[src/rtl/axilite_pkg.sv]
// Shared types and constants for the AXI-Lite register slave.
// Response codes, channel FSM state encodings and the fixed data width.
package axilite_pkg;

  localparam int DATA_WIDTH = 32;

  typedef logic [1:0] resp_t;
  localparam resp_t RESP_OKAY   = 2'b00;
  localparam resp_t RESP_SLVERR = 2'b10;

  typedef enum logic {WR_IDLE, WR_RESP} wr_state_t;
  typedef enum logic {RD_IDLE, RD_RESP} rd_state_t;

endpackage

[src/rtl/axilite_reg_decode.sv]
// Combinational byte-address decode into a word index plus range and read-only flags.
// One instance serves the write address path, another the read address path.
import axilite_pkg::*;

module axilite_reg_decode #(
  parameter int ADDR_WIDTH = 9,
  parameter int NUM_REGS = 16,
  parameter logic [NUM_REGS-1:0] RO_MASK = '0
) (
  input  logic [ADDR_WIDTH-1:0] addr,
  output logic [ADDR_WIDTH-3:0] index,
  output logic                  in_range,
  output logic                  read_only
);

  localparam int IDX_W = ADDR_WIDTH - 2;

  // Byte-lane bits carry no meaning for whole-word registers.
  logic unused_byte_lane;
  assign unused_byte_lane = ^addr[1:0];

  assign index    = addr[ADDR_WIDTH-1:2];
  assign in_range = int'(index) < NUM_REGS;

  always_comb begin
    read_only = 1'b0;
    for (int i = 0; i < NUM_REGS; i++) begin
      if (index == IDX_W'(i)) begin
        read_only = RO_MASK[i];
      end
    end
  end

endmodule

[src/rtl/axilite_reg_slave.sv]
// AXI-Lite slave fronting a bank of 32-bit control/status registers.
// Independent write (AW+W -> B) and read (AR -> R) channels, each one transaction deep.
import axilite_pkg::*;

module axilite_reg_slave #(
  parameter int ADDR_WIDTH = 9,
  parameter int NUM_REGS = 16,
  parameter logic [NUM_REGS-1:0] RO_MASK = '0
) (
  input  logic                           AXI_ACLK,
  input  logic                           AXI_ARESETN,
  input  logic [ADDR_WIDTH-1:0]          AXI_AWADDR,
  input  logic                           AXI_AWVALID,
  output logic                           AXI_AWREADY,
  input  logic [DATA_WIDTH-1:0]          AXI_WDATA,
  input  logic                           AXI_WVALID,
  output logic                           AXI_WREADY,
  output logic [1:0]                     AXI_BRESP,
  output logic                           AXI_BVALID,
  input  logic                           AXI_BREADY,
  input  logic [ADDR_WIDTH-1:0]          AXI_ARADDR,
  input  logic                           AXI_ARVALID,
  output logic                           AXI_ARREADY,
  output logic [DATA_WIDTH-1:0]          AXI_RDATA,
  output logic [1:0]                     AXI_RRESP,
  output logic                           AXI_RVALID,
  input  logic                           AXI_RREADY,
  output logic [NUM_REGS*DATA_WIDTH-1:0] reg_out,
  output logic [NUM_REGS-1:0]            wr_pulse,
  input  logic [NUM_REGS*DATA_WIDTH-1:0] sts_in
);

  localparam int IDX_W = ADDR_WIDTH - 2;

  wr_state_t wr_state, wr_state_next;
  rd_state_t rd_state, rd_state_next;

  logic aw_ready, aw_ready_next;
  logic w_ready, w_ready_next;
  logic aw_held, aw_held_next;
  logic w_held, w_held_next;
  logic bvalid, bvalid_next;
  resp_t bresp, bresp_next;
  logic [ADDR_WIDTH-1:0] aw_addr_q;
  logic [DATA_WIDTH-1:0] w_data_q;

  logic ar_ready, ar_ready_next;
  logic rvalid, rvalid_next;
  resp_t rresp, rresp_next;
  logic [DATA_WIDTH-1:0] rdata, rdata_next;

  logic [DATA_WIDTH-1:0] regs [NUM_REGS];
  logic [NUM_REGS-1:0] wr_pulse_q;

  logic aw_hs, w_hs, ar_hs, commit, wr_ok;
  logic [ADDR_WIDTH-1:0] wr_addr;
  logic [DATA_WIDTH-1:0] wr_data, rd_word;
  logic [IDX_W-1:0] wr_idx, rd_idx;
  logic wr_in_range, wr_read_only, rd_in_range, rd_read_only;

  assign aw_hs = AXI_AWVALID && aw_ready;
  assign w_hs  = AXI_WVALID && w_ready;
  assign ar_hs = AXI_ARVALID && ar_ready;

  // A held half takes priority; otherwise the live bus value is the one handshaking now.
  assign wr_addr = aw_held ? aw_addr_q : AXI_AWADDR;
  assign wr_data = w_held ? w_data_q : AXI_WDATA;
  assign commit  = (wr_state == WR_IDLE) && (aw_hs || aw_held) && (w_hs || w_held);
  assign wr_ok   = wr_in_range && !wr_read_only;

  axilite_reg_decode #(
    .ADDR_WIDTH(ADDR_WIDTH),
    .NUM_REGS  (NUM_REGS),
    .RO_MASK   (RO_MASK)
  ) u_wr_decode (
    .addr     (wr_addr),
    .index    (wr_idx),
    .in_range (wr_in_range),
    .read_only(wr_read_only)
  );

  axilite_reg_decode #(
    .ADDR_WIDTH(ADDR_WIDTH),
    .NUM_REGS  (NUM_REGS),
    .RO_MASK   (RO_MASK)
  ) u_rd_decode (
    .addr     (AXI_ARADDR),
    .index    (rd_idx),
    .in_range (rd_in_range),
    .read_only(rd_read_only)
  );

  always_comb begin
    wr_state_next = wr_state;
    aw_ready_next = aw_ready;
    w_ready_next  = w_ready;
    aw_held_next  = aw_held;
    w_held_next   = w_held;
    bvalid_next   = bvalid;
    bresp_next    = bresp;
    case (wr_state)
      WR_IDLE: begin
        if (commit) begin
          wr_state_next = WR_RESP;
          bvalid_next   = 1'b1;
          bresp_next    = wr_ok ? RESP_OKAY : RESP_SLVERR;
          aw_ready_next = 1'b0;
          w_ready_next  = 1'b0;
          aw_held_next  = 1'b0;
          w_held_next   = 1'b0;
        end else begin
          aw_held_next  = aw_held || aw_hs;
          w_held_next   = w_held || w_hs;
          aw_ready_next = !(aw_held || aw_hs);
          w_ready_next  = !(w_held || w_hs);
        end
      end
      WR_RESP: begin
        if (AXI_BREADY) begin
          wr_state_next = WR_IDLE;
          bvalid_next   = 1'b0;
          aw_ready_next = 1'b1;
          w_ready_next  = 1'b1;
        end
      end
    endcase
  end

  always_comb begin
    rd_word = '0;
    for (int i = 0; i < NUM_REGS; i++) begin
      if (rd_idx == IDX_W'(i)) begin
        rd_word = rd_read_only ? sts_in[i*DATA_WIDTH +: DATA_WIDTH] : regs[i];
      end
    end
  end

  always_comb begin
    rd_state_next = rd_state;
    ar_ready_next = ar_ready;
    rvalid_next   = rvalid;
    rresp_next    = rresp;
    rdata_next    = rdata;
    case (rd_state)
      RD_IDLE: begin
        if (ar_hs) begin
          rd_state_next = RD_RESP;
          ar_ready_next = 1'b0;
          rvalid_next   = 1'b1;
          rdata_next    = rd_in_range ? rd_word : '0;
          rresp_next    = rd_in_range ? RESP_OKAY : RESP_SLVERR;
        end else begin
          ar_ready_next = 1'b1;
        end
      end
      RD_RESP: begin
        if (AXI_RREADY) begin
          rd_state_next = RD_IDLE;
          rvalid_next   = 1'b0;
          ar_ready_next = 1'b1;
        end
      end
    endcase
  end

  always_ff @(posedge AXI_ACLK) begin
    if (!AXI_ARESETN) begin
      wr_state  <= WR_IDLE;
      aw_ready  <= 1'b0;
      w_ready   <= 1'b0;
      aw_held   <= 1'b0;
      w_held    <= 1'b0;
      bvalid    <= 1'b0;
      bresp     <= RESP_OKAY;
      aw_addr_q <= '0;
      w_data_q  <= '0;
    end else begin
      wr_state  <= wr_state_next;
      aw_ready  <= aw_ready_next;
      w_ready   <= w_ready_next;
      aw_held   <= aw_held_next;
      w_held    <= w_held_next;
      bvalid    <= bvalid_next;
      bresp     <= bresp_next;
      if (aw_hs) aw_addr_q <= AXI_AWADDR;
      if (w_hs) w_data_q <= AXI_WDATA;
    end
  end

  always_ff @(posedge AXI_ACLK) begin
    if (!AXI_ARESETN) begin
      rd_state <= RD_IDLE;
      ar_ready <= 1'b0;
      rvalid   <= 1'b0;
      rresp    <= RESP_OKAY;
      rdata    <= '0;
    end else begin
      rd_state <= rd_state_next;
      ar_ready <= ar_ready_next;
      rvalid   <= rvalid_next;
      rresp    <= rresp_next;
      rdata    <= rdata_next;
    end
  end

  // Rejected writes (out of range or read-only) leave the bank and strobes untouched.
  always_ff @(posedge AXI_ACLK) begin
    if (!AXI_ARESETN) begin
      wr_pulse_q <= '0;
      for (int i = 0; i < NUM_REGS; i++) regs[i] <= '0;
    end else begin
      wr_pulse_q <= '0;
      for (int i = 0; i < NUM_REGS; i++) begin
        if (commit && wr_ok && wr_idx == IDX_W'(i)) begin
          regs[i]       <= wr_data;
          wr_pulse_q[i] <= 1'b1;
        end
      end
    end
  end

  always_comb begin
    reg_out = '0;
    for (int i = 0; i < NUM_REGS; i++) reg_out[i*DATA_WIDTH +: DATA_WIDTH] = regs[i];
  end

  assign AXI_AWREADY = aw_ready;
  assign AXI_WREADY  = w_ready;
  assign AXI_BVALID  = bvalid;
  assign AXI_BRESP   = bresp;
  assign AXI_ARREADY = ar_ready;
  assign AXI_RVALID  = rvalid;
  assign AXI_RRESP   = rresp;
  assign AXI_RDATA   = rdata;
  assign wr_pulse    = wr_pulse_q;

endmodule

[config.mk]
export PLATFORM = sky130hd
export DESIGN_NAME = axilite_reg_slave
export DESIGN_NICKNAME = d
export VERILOG_FILES = /design/src/rtl/axilite_pkg.sv /design/src/rtl/axilite_reg_decode.sv /design/src/rtl/axilite_reg_slave.sv
export SDC_FILE = /design/constraint.sdc
export NUM_CORES = 1
export LEC_CHECK = 0
export CORE_AREA = 2 2 448 450
export DETAILED_ROUTE_END_ITERATION = 7
export DIE_AREA = 0 0 450 452
export GPL_ROUTABILITY_DRIVEN = 0
export PLACE_DENSITY = 0.33
export REMOVE_ABC_BUFFERS = 1
export SYNTH_ARGS = -nofsm -noshare
export SYNTH_HDL_FRONTEND = slang
export SYNTH_SLANG_ARGS = --single-unit
[constraint.sdc]
create_clock -name AXI_ACLK -period 6.6 [get_ports AXI_ACLK]
set_clock_uncertainty 0.15 [all_clocks]
set_input_delay 0.66 -clock AXI_ACLK [delete_from_list [all_inputs] [get_ports AXI_ACLK]]
set_output_delay 0.66 -clock AXI_ACLK [all_outputs]
set_load 0.01 [all_outputs]
# Yosys cells after proc, flatten, opt, wreduce, memory -nomap -nowiden

Memories as Yosys holds them, arrays and structs flattened.
Cells that the tools add are included.

Bits in registers: 102
RAM bits: 512
Logic and storage cells: 210
Output and inout bits: 569
Memories kept: 1

Bitwise gates (word level): 18
Eq/ne operators: 34
$lt $le $gt $ge: 2
Muxes and demuxes: 108
Reduce and logical (&&, ||, !) cells: 32

Memories:

| name | depth | width | read ports | clocked after Yosys merged registers in | wr ports | RTL line                | RTL |
|---|---|---|---|---|---|---|---|
| regs | 16    | 32    | 16         | 0                                       | 16       | axilite_reg_slave.sv:52 | `logic [DATA_WIDTH-1:0] regs [NUM_REGS];` |

Operators with widths:

| operator                                                   | number |
|---|---|
| two-way mux 32 bit                                         | 34 |
| equality test 7 x 4 -> 1 bit, second input constant        | 16 |
| two-way mux 1 bit                                          | 64 |
| equality test 7 x 3 -> 1 bit, second input constant        | 8 |
| equality test 7 x 2 -> 1 bit, second input constant        | 4 |
| logical AND 1 bit                                          | 22 |
| OR 1 bit                                                   | 16 |
| equality test 7 x 1 -> 1 bit, second input constant        | 2 |
| logical NOT 7 bit                                          | 2 |
| less-than comparator 7 x 5 -> 1 bit, second input constant | 2 |
| one-hot mux 1 bit (2 select lines)                         | 7 |
| two-way mux 9 bit                                          | 1 |
| inequality test 2 bit, second input constant               | 4 |
| AND reduction 2 bit                                        | 4 |
| two-way mux 2 bit                                          | 2 |
| logical NOT 1 bit                                          | 2 |
| logical OR 1 bit                                           | 2 |
| NOT 1 bit                                                  | 2 |

# Longest topological paths before layout

Depth after elaboration: 18
Mapped depth: 9
Depth with buffers taken out: 5

# Cells and area by module

A second synthesis with hierarchy kept.

Cell total of the unflattened synthesis: 2709
Area, all modules: 31167.4 um^2

By module, submodules not included:

| module             | seq. area each (um^2) | times used | cells each | area an instance (um^2) |
|---|---|---|---|---|
| axilite_reg_slave  | 17376.7               | 1          | 2689       | 31019.8 |
| axilite_reg_decode | 0.0                   | 2          | 10         | 73.8 |

# Worst setup path after synthesis

No wires, ideal clock.

Path kind: input port to flip-flop
From: input AXI_AWADDR[8]
To: memory regs[14][0] (netlist: regs[1][192]), enable pin
Setup time: 0.466 ns
Arrival: 4.128 ns
Required time: 5.984 ns
Cell stages on the path: 4
Path slack: 1.856 ns
Path through: or4_4 a2111oi_4 nand3_2 o21ai_0

RTL lines:

| what        | RTL line                | RTL |
|---|---|---|
| from (decl) | axilite_reg_slave.sv:12 | `input logic [ADDR_WIDTH-1:0] AXI_AWADDR,` |
| to (decl)   | axilite_reg_slave.sv:52 |  |

==> impl_metrics.tcl <==
set metrics [dict create \
    cp-start-kind "register" \
    hpwl_mm 122.2 \
    path_class "register to register" \
    hold_depth 2 \
    avgSynthCellArea_um2 12.42 \
    core_region_area_um2 198600 \
    min_path_type "register to register" \
    ctsHoldBuffers 0 \
    insertion_delay_ns 0.71 \
    netlist_top_cells_count "512 x edfxtp_1, 261 x nor2_2, 212 x nand2_1" \
    cts.clk_slew.worst_paths_ns 0.06 \
    clock_path_buffers 3 \
    netlist.area_leader.share_pct 56.30 \
    htree_levels 3 \
    syn_inst 2199 \
    ios 1138 \
    ctsResizeCount 0 \
    wl_mm 168.6 \
    synthTopCellsByArea "edfxtp_1 56%, dfxtp_1 7.2%, nor2_2 6.0%" \
    grt-ovfl-total 0 \
    ys_warn_count 0 \
    yosysSeqAreaShare_pct 63.49 \
    slew_headroom_pct 19.76 \
    routed_via_density 3.800 \
    multi_input_area_um2 8926 \
    drtIter0Drc 1492 \
    fin_nets 3357 \
    worstPathArrival_ns 4.93 \
    max_clock_freq_mhz 210.4 \
    ir_drop_mv 0.1918 \
    drv_cap 0 \
    drt-pass1-iter-count 6 \
    regToRegEndpoint "regs[0][80]" \
    rows 164 \
    num-fill-cells 21689 \
    fin_crit_ns 4.752 \
    die_h_um 452 \
    die-area_um2 203400 \
    hold_viol 0 \
    critPathRequiredTime_ns 6.78 \
    ff2ff_path_depth 7 \
    ys_ff_latch 610 \
    register_area_um2 17340 \
    area_growth_syn_to_layout_pct 44.19 \
    r2r-start "aw_held" \
    grt_max_degree 75 \
    min_from "w_data_q[30]" \
    die_w_um 450 \
    clockRootBuffer "clkbuf_16" \
    grt_pass1_wl_mm 216.9 \
    clkSinkCount 610 \
    io_buffers 619 \
    holdWs_ns 0.3015 \
    worst-r2r-setup-slack_ns 1.85 \
    design_area_um2 39370 \
    netlist_area_um2 27310 \
    drive_gt1_share_pct 22.14 \
    synth_area_leader_cell "edfxtp_1" \
    status "finished, final reports clean" \
    synth_edf_count 512 \
    final_util_pct 19.82 \
    setup_violations 0 \
    cts_setup_buffers 0 \
    period_share_pct 72.00 \
    grt_antenna_before_repair 23 \
    p_per_area_nw_per_um2 265.6 \
    p_leak_uw 0.01283 \
    cts_buffers 84 \
    yosysUniqueCellTypes 68 \
    synthArstFlopShare_pct 0 \
    place_area_um2 36560 \
    rsz0062_at_grt "no" \
    initial_core_util_pct 13.75 \
    cts_tree "done" \
    preCtsSetupSlack_ns 1.457 \
    wl_per_cell_um 30.54 \
    yosysMostFrequentCell "edfxtp_1" \
    crit_fanout 34 \
    ant_nets 0 \
    finalSetupTns_ns 0 \
    synth_top_flop_cell "edfxtp_1" \
    vias 20976 \
    cp-end-kind "register" \
    worst_pin_slew_ns 1.198 \
    grt_usage_pct 16.05 \
    grt_pass1_vias 20851 \
    final.setup.worst_slack_ns 1.848 \
    drc 0 \
    slew_violations 0 \
    holdPathEnd "w_data_q[30]" \
]
-- final cells by class --
type                       count  area share, %
clock buffer                 111          5.882
antenna                        5        0.03178
clock inverter                46          1.220
inverter                      38         0.3686
tap                         2656          8.440
sequential                   610          44.04
timing repair buffer         696          17.35
multi-input combinational   1358          22.67
-- metrics by stage --
step                      power [uW]  cells
after global placement          5835   5358
final                          10460   5520
after detailed placement        5832   5358
after global routing           10800   5518
after floorplan                 4940   2006
after CTS                      10650   5515
-- sequential cells by signal, summed over array words and instances, names as in the netlist, 7 cells and up --
| register | flops |
|---|---|
| wr_pulse | 16 |
| AXI_RDATA | 32 |
| regs | 512 |
| w_data_q | 32 |
| aw_addr_q | 7 |
-- cells by family (layout without fill, tap and decap cells) --
kind of cell           Yosys count  count (layout)  share of synthesized area [%]
buffers and inverters          232             891                          4.468
DFF                            610             610                          63.49
and+or+nand+nor                748             748                          14.64
muxes                          146             146                          6.392
AOI/OAI and AO/OA              462             462                          11.00
other                            1               7                        0.01373
-- layer usage --
metal	vias to the layer above	GRT usage, %	share of wire (%)
li1	9217	-	-
met1	10932	18.80	40
met3	185	2.082	3.5
met4	8	7.126	4.4
met2	634	29.06	52
met5	-	0	0.031
-- how the worst max path moves through the flow --
stage | slack, ns | startpoint | to | cells past startpoint
detailed placement | 1.46 | AXI_AWADDR[8] | regs[0][43] | 7
floorplan | 1.76 | w_held | regs[1][192] | 4
global placement | 1.48 | AXI_AWADDR[8] | regs[0][104] | 8
global route | 1.67 | aw_held | regs[0][77] | 7
CTS | 1.82 | aw_held | regs[0][54] | 6
finish | 1.85 | aw_held | regs[0][80] | 7
-- worst max-delay path, stage by stage (launching register included) --
cell       delay (ns)
dfxtp_1          0.75
or4b_4           0.57
a2111oi_4        0.61
nand3_2          0.35
or2_2            0.37
buf_4            0.36
nand2_2          0.61
buf_4            0.46
-- placed cells by master, fill, tap and decap left out, types with 12 or more instances in the layout --
| cell type | instances |
|---|---|
| clkdlybuf4s50_1 | 615 |
| edfxtp_1 | 512 |
| nor2_2 | 261 |
| nand2_1 | 202 |
| nor2_1 | 121 |
| o21ai_0 | 114 |
| a21oi_1 | 101 |
| dfxtp_1 | 97 |
| clkbuf_16 | 86 |
| buf_4 | 74 |
| mux2i_1 | 72 |
| mux2_2 | 57 |
| a211oi_1 | 37 |
| inv_1 | 34 |
| nor3_1 | 32 |
| nor2_4 | 31 |
| a31oi_1 | 27 |
| a22oi_1 | 24 |
| o22ai_1 | 21 |
| o211ai_1 | 19 |
| o21a_1 | 19 |
| clkbuf_1 | 18 |
| mux4_2 | 17 |
| clkinv_1 | 15 |
| a22o_1 | 13 |
| nor2b_1 | 12 |
-- where the power goes --
group | switching, uW | internal, uW
logic | 793 | 434
clock network | 1960 | 2790
registers | 125 | 4360
Power figures use the tool's default switching activity.
==> edit 1 (same flow settings) <==
Change the package constant `DATA_WIDTH` from 32 to 16.
--- a/src/rtl/axilite_pkg.sv
+++ b/src/rtl/axilite_pkg.sv
@@ -2,7 +2,7 @@
 // Response codes, channel FSM state encodings and the fixed data width.
 package axilite_pkg;
 
-  localparam int DATA_WIDTH = 32;
+  localparam int DATA_WIDTH = 16;
 
   typedef logic [1:0] resp_t;
   localparam resp_t RESP_OKAY   = 2'b00;
Ports: changed (resized AXI_RDATA, AXI_WDATA, reg_out and sts_in); port bits go from 1138 to 594. No check against the original RTL was run, so the function may have changed too.
==> edit 1 against the original RTL <==
- worst setup slack better by 690 ps
- final area down 45%
- largest cell class unchanged
- non-clock buffer count down 319
- routed wire length down 48%
- power down 49%
- synthesized area down 50%
- sequential cell count down 288
- cell count down 25%
- register-to-register slack better by 740 ps
==> edit 1: results (changes against the original RTL) <==
net switching power 1.47 mW (-49%); post-synthesis cell type count 56 (-18%); post-synthesis compound-gate area fraction 9.48% (-1.5 points); Worst VDD drop 0.000156 V (-19%); HP Start w_data_q[13]$_SDFFE_PN0P_; clock latency on the worst-skew pair 620 ps (-90 ps); fraction of registers with async set or reset after synthesis 0% (unchanged); Critical R2R Launch aw_held$_SDFFE_PN0N_; sequential share of the synthesized area 66.3% (+2.8 points); dpl ws 1770 ps (+312 ps); post-layout net count 1,728 (-49%); Area contributors post-synth edfxtp_1 57%, dfxtp_1 9.7%, nor2_1 5.6%; Endpoint, Worst Hold w_data_q[13]$_SDFFE_PN0P_; Min-Delay Path Class reg -> reg; largest net degree at the start of global routing 36 (-52%); flip-flop count of the largest register after layout 256 (-50%); fraction of layout cells with a size suffix above 1 13.6% (-8.6 points); routed via count 10,400 (-51%); worst-path maximum fanout 13 (-62%); DRT Wirelength 87,900 um (-48%); Initial DRC Count 585 (-61%); R2R depth 7 (unchanged); Least-Margin Pin Slew 1130 ps (-65.9 ps); Clock Root Buffer clkbuf_16; Filler cells 22,900 (+5.4%); post-CTS setup buffers 0 (unchanged); Synth Area in XOR/XNOR 0% (unchanged); antenna violations before repair 23 (unchanged); reg2reg end regs[0][61]$_SDFFCE_PN0P_; Max H-tree Level 2 (-1); Top reg by flops regs; number of global-route vias before repair 10,600 (-49%); Worst-path clk slew 60 ps (about the same); first-pass GRT wire length 111,000 um (-49%); Pleak 6.88 nW (-46%); status finished, final reports clean; CTS Buf Count 46 (-45%); dominant cell type by area after synthesis edfxtp_1; adder-cell share of the synthesized area 0% (unchanged); Post-synth EDFFs 256 (-50%); clock buffer depth 3 (unchanged); Hold Crit Depth 2 (unchanged); First-pass DRT Iterations 5 (-1); Max-cap violations 0 (unchanged); IO buf count 331 (-47%); synth cell count leaders 256 x edfxtp_1, 204 x nor2_1, 110 x nand2_1; multiplexer share of the synthesized area 8.18% (+1.8 points); PostCTS Resize Cnt 0 (unchanged); R2R Setup Slk 2590 ps (+740 ps); total number of yosys warnings 0 (unchanged); Total GRT Usage 8.38% (-7.7 points); DP HPWL 69,700 um (-43%); CP arrival 4460 ps (-470 ps)
-- edit 1: cell types whose count changed in the layout (fill, tap and decap cells not counted), sizes merged, moves of 58 or more --
cell / before / now
nor2: 413 / 204
a21oi: 101 / 43
mux2i: 72 / 12
edfxtp: 512 / 256
clkdlybuf4s50: 615 / 328
o21ai: 125 / 34
nand2: 213 / 110
-- edit 1: stage by stage --
stage	instance area, um2	utilization [%]	cells	power (mW)	hold WS (ps)
finish	21700	10.9	4126	5.37	301
global route	21700	10.9	4125	5.58	319
CTS	21700	10.9	4122	5.51	304
detailed placement	20300	10.2	4039	3.03	295
global placement	20300	10.2	4039	3.04	295
floorplan	13200	-	1006	2.57	281
-- edit 1: logic make-up after synthesis --
family / Yosys count
AOI/OAI and AO/OA: 188
muxes: 70
buffers and inverters: 114
other: 1
and+or+nand+nor: 399
DFF: 322
-- edit 1: power by group through the flow --
| stage | clock [mW] | sequential (mW) | combinational (mW) |
|---|---|---|---|
| after CTS | 2.52 | 2.37 | 0.626 |
| after global placement | 0 | 2.41 | 0.627 |
| final | 2.41 | 2.36 | 0.593 |
| after floorplan | 0 | 2.41 | 0.159 |
| after detailed placement | 0 | 2.41 | 0.625 |
| after global routing | 2.57 | 2.37 | 0.639 |
-- edit 1: routing by layer --
layer,vias to the layer above,part of all wire (%),GRT usage [%]
li1,4674,-,-
met1,5271,33,7.97
met2,296,55,16.1
met3,121,6.0,2.50
met4,20,5.5,4.23
met5,-,0.15,0
-- edit 1: area by class of cell --
type / instances / area, um2 / area share (%)
antenna: 4 / 10.0 / 0.0461
clock buffer: 60 / 1250 / 5.78
clock inverter: 23 / 166 / 0.766
inverter: 25 / 95.1 / 0.438
multi-input combinational: 659 / 4210 / 19.4
sequential: 322 / 9010 / 41.5
tap: 2656 / 3320 / 15.3
timing repair buffer: 377 / 3650 / 16.8
-- edit 1: worst max-delay path by stage --
stage,from,end,slack [ps]
floorplan,AXI_AWADDR[8],regs[1][112]$_DFFE_PP_,2850
global placement,AXI_ARADDR[7],AXI_RDATA[0]$_SDFFE_PN0P_,1800
detailed placement,AXI_ARADDR[7],AXI_RDATA[0]$_SDFFE_PN0P_,1770
CTS,aw_held$_SDFFE_PN0N_,regs[0][49]$_SDFFCE_PN0P_,2450
global route,aw_held$_SDFFE_PN0N_,regs[0][61]$_SDFFCE_PN0P_,2340
finish,AXI_ARADDR[7],AXI_RDATA[0]$_SDFFE_PN0P_,2540
-- edit 1: critical path, cell delays in order --
cell             delay, ps
clkdlybuf4s50_1        510
or4b_1                 900
nor2_2                 850
o21ai_0                440
a31oi_1                860
o211a_1                220
==> edit 2 (config.mk and constraints unchanged) <==
Made on the original files. `rdata` no longer has a reset.
--- a/src/rtl/axilite_reg_slave.sv
+++ b/src/rtl/axilite_reg_slave.sv
@@ -193,14 +193,16 @@
       ar_ready <= 1'b0;
       rvalid   <= 1'b0;
       rresp    <= RESP_OKAY;
-      rdata    <= '0;
     end else begin
       rd_state <= rd_state_next;
       ar_ready <= ar_ready_next;
       rvalid   <= rvalid_next;
       rresp    <= rresp_next;
-      rdata    <= rdata_next;
-    end
+    end
+  end
+
+  always_ff @(posedge AXI_ACLK) begin
+    rdata <= rdata_next;
   end
 
   // Rejected writes (out of range or read-only) leave the bank and strobes untouched.
Function: differs if AXI_ARESETN is asserted again (counterexample within 4 cycles, from zero or initial values and one cycle with AXI_ARESETN low); with AXI_ARESETN held inactive, the same outputs for 4 cycles.
==> edit 2 against the original RTL <==
- final area shrank 0.93%
- power grew 1.8%
- sequential cell count unchanged
- worst setup slack better by 100 ps
- synthesized cell count shrank 4.5%
- sequential share of layout area grew 1.2 points
- non-clock buffer count increased by 12
- routed wire length grew 0.85%
- synthesized area fell by 2.1%
- first-iteration DRC count up 10%
- via count fell by 2.2%
- critical path type unchanged
- highest routed layer unchanged
==> edit 2: results (changes against the original RTL) <==
DR vias/cell 3.77 (-0.76%); CTS Buf Count 85 (+1.2%); Area contributors post-synth edfxtp_1 61%, dfxtp_1 4.9%, nor2_2 4.1%; metal3 WL 8460 um (+42%); Total GRT Usage 16.2% (+0.17 points); WL met1 67,700 um (+0.66%); number of global-route vias before repair 20,500 (-1.5%); antenna violations before repair 15 (-35%); fraction of layout cells with a size suffix above 1 20.2% (-1.9 points); DR WL/cell 31.3 um (+2.4%); GR Util met1 19.0% (+0.21 points); sequential share of the synthesized area 66.0% (+2.5 points); Placed Cells 5,279 (-1.5%); Pleak 12.9 nW (+0.13%); DP HPWL 124,000 um (+1.3%); fraction of registers with async set or reset after synthesis 0% (unchanged); Min-Delay Path Class in -> reg; post-synthesis compound-gate area fraction 9.91% (-1.1 points); First-pass DRT Iterations 8 (+2); Least-Margin Pin Slew 1180 ps (-14.8 ps); routing usage on met2 28.2% (-0.83 points); met3 GRT Util 3.24% (+1.2 points); highest routed layer met5; Synth Area in XOR/XNOR 0% (unchanged); multiplexer share of the synthesized area 6.44% (+0.052 points); post-synthesis cell type count 70 (+2.9%); IO buf count 619 (unchanged); Post-synth EDFFs 544 (+6.3%); Worst VDD drop 0.000195 V (+1.8%); synth cell count leaders 544 x edfxtp_1, 221 x nor2_1, 176 x nand2_1, 176 x nor2_2, 106 x a21oi_1; CP max stage delay 720 ps (-30 ps); Initial DRC Count 1,641 (+10%); met2 wire len 85,000 um (-3.3%); CP arrival 4840 ps (-90 ps); dpl ws 1550 ps (+93.9 ps); Placed Area 36,200 um2 (-1.1%); post-layout net count 3,279 (-2.3%); Finished Layout Cells 5,438 (-1.5%); largest net degree at the start of global routing 75 (unchanged); Filler cells 21,700 (+0.097%); slowest CP cell dfxtp_1; Worst-path clk slew 60 ps (about the same); status finished, final reports clean; first-pass GRT wire length 217,000 um (about the same); Mean Syn Cell Area 12.7 um2 (+2.6%)
==> edit 2: cell types whose count changed after synthesis, moves of 18 or more <==
cell | before | now
a211oi_1 | 37 | 15
a22oi_1 | 24 | 6
buf_1 | 56 | 37
dfxtp_1 | 98 | 66
edfxtp_1 | 512 | 544
nand2_1 | 212 | 176
nor2_1 | 123 | 221
nor2_2 | 261 | 176
nor2_4 | 29 | 10
nor3_1 | 32 | 13
o211ai_1 | 19 | 37
o21ai_0 | 125 | 68
==> edit 2: worst paths after layout <==
kind,endpoint,slack [ps],depth (start not counted),start
setup / recovery,regs[0][247]$_SDFFCE_PN0P_,1950,6,aw_held$_SDFFE_PN0N_
setup reg to reg,regs[0][247]$_SDFFCE_PN0P_,1950,6,aw_held$_SDFFE_PN0N_
hold / removal,w_held$_SDFFE_PN0N_,240,3,AXI_ARESETN
hold reg to reg,w_data_q[18]$_SDFFE_PN0P_,300,2,w_data_q[18]$_SDFFE_PN0P_
==> edit 2: power by group <==
| part | switching, mW | total, mW | leakage [nW] | internal, mW |
|---|---|---|---|---|
| combinational | 0.808 | 1.26 | 5.39 | 0.453 |
| clock | 2.02 | 4.87 | 1.37 | 2.85 |
| sequential | 0.121 | 4.52 | 6.09 | 4.40 |
| total | 2.95 | 10.6 | 12.9 | 7.70 |
==> edit 2: cell type report <==
cell class	count	share of cell area, %
clock inverters	49	1.45
diodes	4	0.0257
well taps	2656	8.52
clock buffers	106	5.82
inverters	45	0.433
flip-flops and latches	610	45.3
multi-input cells	1260	20.8
repair buffers	708	17.7
==> edit 2: through the flow <==
step                      power [mW]  util (%)
final                           10.6      19.6
after global routing            11.0      19.6
after CTS                       10.9      19.6
after detailed placement        5.90      18.2
after global placement          5.91      18.2
after floorplan                 4.98         -
